## src/rtl/tartaruga_pkg.sv

```systemverilog
// Shared types and defaults for the tartaruga memory subsystem.
package tartaruga_pkg;

  typedef logic [31:0] bus32_t;

  typedef enum logic [1:0] {
    IDLE,
    REQ,
    WAIT
  } arb_state_t;

  typedef enum logic {
    OWN_IF,
    OWN_DM
  } arb_owner_t;

  localparam int unsigned MEM_ARB_MAX_WAIT = 4;

endpackage

```

## src/rtl/mem_arbiter.sv

```systemverilog
// Two-port (fetch / data) arbiter onto a single shared memory port.
// Data requests have priority; fetch is forced through after MAX_WAIT
// consecutive lost arbitrations. One transaction is outstanding at most.
module mem_arbiter
  import tartaruga_pkg::*;
#(
  parameter int unsigned MAX_WAIT = MEM_ARB_MAX_WAIT
) (
  input  logic   clk_i,
  input  logic   rstn_i,
  input  logic   if_req_i,
  input  bus32_t if_addr_i,
  input  logic   if_kill_i,
  output logic   if_gnt_o,
  output logic   if_rvalid_o,
  output bus32_t if_rdata_o,
  input  logic   dm_req_i,
  input  logic   dm_we_i,
  input  bus32_t dm_addr_i,
  input  bus32_t dm_wdata_i,
  output logic   dm_gnt_o,
  output logic   dm_rvalid_o,
  output bus32_t dm_rdata_o,
  output logic   mem_req_o,
  output logic   mem_we_o,
  output bus32_t mem_addr_o,
  output bus32_t mem_wdata_o,
  input  logic   mem_gnt_i,
  input  logic   mem_rvalid_i,
  input  bus32_t mem_rdata_i
);

  localparam int unsigned CNT_W = (MAX_WAIT < 1) ? 1 : $clog2(MAX_WAIT + 1);
  localparam logic [CNT_W-1:0] CNT_MAX = CNT_W'(MAX_WAIT);

  arb_state_t       state;
  arb_state_t       state_nxt;
  arb_owner_t       owner;
  logic             drop;
  logic [CNT_W-1:0] starve_cnt;
  logic             starved;
  logic             if_win;
  logic             dm_win;

  // Arbitration: data wins unless fetch has been starved; a killed fetch never wins.
  // Grants are also held low while reset is asserted so every output reads 0.
  always_comb begin
    starved = (starve_cnt == CNT_MAX);
    if_win  = rstn_i && (state == IDLE) && if_req_i && !if_kill_i &&
              (!dm_req_i || starved);
    dm_win  = rstn_i && (state == IDLE) && dm_req_i && !if_win;
  end

  // Next-state and combinational handshake outputs.
  always_comb begin
    state_nxt   = state;
    if_gnt_o    = if_win;
    dm_gnt_o    = dm_win;
    if_rvalid_o = 1'b0;
    dm_rvalid_o = 1'b0;
    case (state)
      IDLE: begin
        if (if_win || dm_win) state_nxt = REQ;
      end
      REQ: begin
        if (mem_gnt_i) state_nxt = WAIT;
      end
      WAIT: begin
        if (mem_rvalid_i) begin
          state_nxt = IDLE;
          if (owner == OWN_IF) if_rvalid_o = !drop && !if_kill_i;
          else                 dm_rvalid_o = 1'b1;
        end
      end
      default: state_nxt = IDLE;
    endcase
    if_rdata_o = if_rvalid_o ? mem_rdata_i : '0;
    dm_rdata_o = dm_rvalid_o ? mem_rdata_i : '0;
  end

  // FSM state register.
  always_ff @(posedge clk_i or negedge rstn_i) begin
    if (!rstn_i) state <= IDLE;
    else         state <= state_nxt;
  end

  // Control state: owner, fetch-drop flag, starvation counter, request strobe.
  always_ff @(posedge clk_i or negedge rstn_i) begin
    if (!rstn_i) begin
      owner      <= OWN_IF;
      drop       <= 1'b0;
      starve_cnt <= '0;
      mem_req_o  <= 1'b0;
    end else begin
      if (if_win || dm_win) begin
        owner     <= if_win ? OWN_IF : OWN_DM;
        mem_req_o <= 1'b1;
      end
      if ((state == REQ) && mem_gnt_i) mem_req_o <= 1'b0;
      if ((state != IDLE) && (owner == OWN_IF) && if_kill_i) drop <= 1'b1;
      if ((state == WAIT) && mem_rvalid_i) drop <= 1'b0;
      if (if_win) starve_cnt <= '0;
      else if (dm_win && if_req_i && !starved) starve_cnt <= starve_cnt + 1'b1;
    end
  end

  // Request fields are captured at grant and held until the next grant.
  always_ff @(posedge clk_i or negedge rstn_i) begin
    if (!rstn_i) begin
      mem_we_o    <= 1'b0;
      mem_addr_o  <= '0;
      mem_wdata_o <= '0;
    end else if (if_win) begin
      mem_we_o    <= 1'b0;
      mem_addr_o  <= if_addr_i;
      mem_wdata_o <= '0;
    end else if (dm_win) begin
      mem_we_o    <= dm_we_i;
      mem_addr_o  <= dm_addr_i;
      mem_wdata_o <= dm_wdata_i;
    end
  end

endmodule

```

## config.mk

```make
export PLATFORM = sky130hd
export DESIGN_NAME = mem_arbiter
export DESIGN_NICKNAME = d
export VERILOG_FILES = /design/src/rtl/tartaruga_pkg.sv /design/src/rtl/mem_arbiter.sv
export SDC_FILE = /design/constraint.sdc
export NUM_CORES = 1
export LEC_CHECK = 0
export BUFFER_PORTS_ARGS = -buffer_cell sky130_fd_sc_hd__buf_2
export CORE_AREA = 2 2 104 106
export DETAILED_ROUTE_END_ITERATION = 8
export DIE_AREA = 0 0 106 108
export PLACE_DENSITY = 0.73
export SKIP_LAST_GASP = 1
export SYNTH_ARGS = -nofsm -noshare
export SYNTH_HDL_FRONTEND = slang
export SYNTH_SLANG_ARGS = --single-unit
```

## constraint.sdc

```tcl
create_clock -name clk_i -period 2.35 [get_ports clk_i]
set_input_delay 0.5875 -clock clk_i [delete_from_list [all_inputs] [get_ports clk_i]]
set_output_delay 0.5875 -clock clk_i [all_outputs]
set_load 0.005 [all_outputs]
```

==> impl_results.md <==
- H-tree levels: 3
- Worst-path clk slew: around 0.07 ns
- Yosys reg bits: 73
- Initial DRT Pass Iterations: 4
- Sequential element share of the synthesized area: 0.4801
- Slew of the pin with the lowest slew margin: 0.5975 ns
- Crit path kind: flip-flop to output port
- Post-Syn Instances: 358
- Final ANT Viol Nets: 0
- Syn_area_per_cell: 10.63 µm²
- TritonCTS clock tree: built
- Worst R2R Setup Slack: 0.40 ns
- Leading area contributor after synthesis: dfrtp_1
- Fillers: 914
- Number of enable flip-flop cells after synthesis: 0
- Proportion of netlist area held by the largest area contributor: 0.4801
- Crit-path max FO: 16
- Max-cap violations: 0
- Core area: 10230 µm²
- Leak pwr: roughly 3.1 nW
- Final hold vios: 0
- Crit path launch type: flip-flop
- Worst hold path type: primary input to asynchronous set/reset pin
- Final Cycle Share: 1.017
- IO Count: 270
- CP Capture Type: output port
- Worst EP required: 1.76 ns
- Slew Limit Fails: 0
- Final WS setup: -0.04054 ns
- CTS buffer count: 9
- Share of cells above drive strength 1: 0.5956
- Worst reg2reg path depth: 5
- Tmin final: 2.391 ns
- GRT Total Usage: 0.2106
- First-pass GRT wire length: 18460 µm
- Most frequent cells in the layout: buf_2, dfrtp_1, nand2_1, mux2_2, and2_1
- Worst slew margin: 0.6017
- R2R Path Start: state[1]
- Chip height: 108 µm
- Final setup viols: 29
- Initial antenna violation count: 3
- Die width: 106 µm
- Mapped cell area: 3805 µm²
- Post-synthesis async set-or-reset flop share: 1.000
- Hold slack final: 0.04981 ns
- Synth Flop Type: dfrtp_1
- Final HPWL from detailed placement: between 9000 and 10000 µm
- Syn_nets: 496
- Failing checks: negative setup slack
- Post-Route WL: 12330 µm
- GPL Wtd Cong: slightly above 0.8
- Outcome: complete, but fails checks
- DR WL/cell: between 15 and 20 µm
- Clk buf depth: 2
- Critical-path cell list: nand3b_1 > nor4_4 > buf_6 > clkbuf_16 > and2_1 > buf_2
- Worst EP arrival: 1.80 ns
- Worst r2r dst: mem_addr_o[4]
- Worst path bufs/invs: 3
- Synth unique cells: 28
- Clk_skew: 0.008693 ns
- Latest clock arrival within the worst-skew pair: 0.35 ns
- Worst vdd ir: 0.3854 mV
- Worst path top cell family by delay: simple AND/OR/NAND/NOR gates
- Final nets: about 770
- Root Buffer: clkbuf_8
- Placement Rows: 37
- Overall die area: 11450 µm²
- Max incr delay on CP: 0.46 ns
- DRC Markers: 0
- Commonest non-fill, non-tap cell in the layout: buf_2
- Post-place setup slack: 0.2127 ns
- Largest net degree at the start of global routing: 47
- Initial Util: 0.3719
- Drt initial violations: 162
- Drt via density: between 4 and 5
- Synth area leaders: dfrtp_1, mux2_2, and2_1
- IO buf count: 269
- Via Count: roughly 3600
- Pwr Density: 976.8 nW/µm²
- Vias in the first global route: 3675
- RSZ-0062 raised after global routing: true
- GRT overflow: 0
- Yosys Warn Count: 0
- FMAX: 418.3 MHz
- P&R area growth vs syn: 51.17%
- Clock sink count: 73
- Critical-path top delay cell: dfrtp_2
## layout make-up
| cell class | instances | area, µm² | area share |
|---|---|---|---|
| sequential | 73 | 1829 | 0.3180 |
| tap | 136 | 170.2 | 0.02958 |
| antenna | 1 | 2.502 | 0.0004351 |
| inverter | 4 | 15.01 | 0.002610 |
| multi-input combinational | 257 | 1853 | 0.3222 |
| timing repair buffer | 288 | 1643 | 0.2856 |
| clock inverter | 4 | 73.82 | 0.01283 |
| clock buffer | 12 | 165.2 | 0.02871 |
## cell families (layout without fill, tap and decap cells)
kind of cell,count (synthesis),after routing,share of synthesized area
muxes,65,65,0.1924
and+or+nand+nor,146,146,0.2108
adders and majority gates,2,2,0.006576
buffers and inverters,28,308,0.04505
AOI/OAI and AO/OA,44,44,0.06511
other,0,1,0
DFF,73,73,0.4801
## state kept, by name, indices dropped and copies added (netlist names)
name,cells
starve_cnt,3
mem_we_o,1
mem_req_o,1
state,2
drop,1
owner,1
mem_addr_o,32
mem_wdata_o,32
## how the worst max path moves through the flow
stage          cells after the start          from              to  slack, ns
6_report                           6      state[0]   if_rdata_o[0]      -0.04
5_1_grt                            6      state[0]  if_rdata_o[22]      -0.13
4_1_cts                            5      state[0]  if_rdata_o[13]      -0.05
3_5_place_dp                       6  mem_rvalid_i  dm_rdata_o[18]       0.21
3_3_place_gp                       6  mem_rvalid_i  dm_rdata_o[18]       0.21
2_1_floorplan                      5        rstn_i        dm_gnt_o       0.32
## per-stage QoR
stage	power [W]	TNS [ns]	util	instances	area [µm²]
final	0.005619	-0.7716	0.5622	775	5752
after global routing	0.006025	-3.542	0.5622	775	5752
after CTS	0.005647	-0.9462	0.5462	767	5588
after detailed placement	0.004479	0	0.5223	751	5344
after global placement	0.004350	0	0.5223	751	5344
after floorplan	0.003407	0	-	358	3805
## per-layer routing
metal,vias to the layer above,share of wire,global-route usage
met4,0,0.018,0.07143
met1,1674,0.37,0.2279
met2,184,0.54,0.4065
li1,1734,-,-
met5,-,0,0
met3,18,0.069,0.04461
## synthesized netlist by cell type, types with 2 or more instances
cell type / number
and2_1: 64
nand2b_1: 2
mux2_2: 59
buf_2: 8
buf_4: 5
buf_6: 5
o21ai_0: 2
mux2_1: 6
nand3b_1: 2
clkbuf_1: 6
a22o_1: 2
nand2_1: 66
dfrtp_1: 73
a21oi_1: 35
nand4bb_4: 2
nor2_1: 5
ha_1: 2
inv_1: 4
## worst register-to-register path, cell delays in order, from the launching register on
cell and delay (ns):
dfrtp_2 0.44, nand4bb_4 0.27, nor3_4 0.35, buf_4 0.19
buf_12 0.20, mux2_2 0.38
## power by group
group	total, W	internal, W	leakage, nW	switching [W]
registers	0.00218	0.00186	0.892	0.000328
logic	0.00229	0.00132	2.06	0.000967
clock network	0.00115	0.000685	0.123	0.000463
total	0.00562	0.00386	3.08	0.00176
## timing repair
action                                  4_1_cts  5_1_grt
resized for setup                             3       17
gates cloned                                  0        2
hold buffers                                  0        0
pin swaps                                     0        4
buffers inserted                              0        5
endpoints found under the setup margin       66       65
Power figures use the tool's default switching activity.
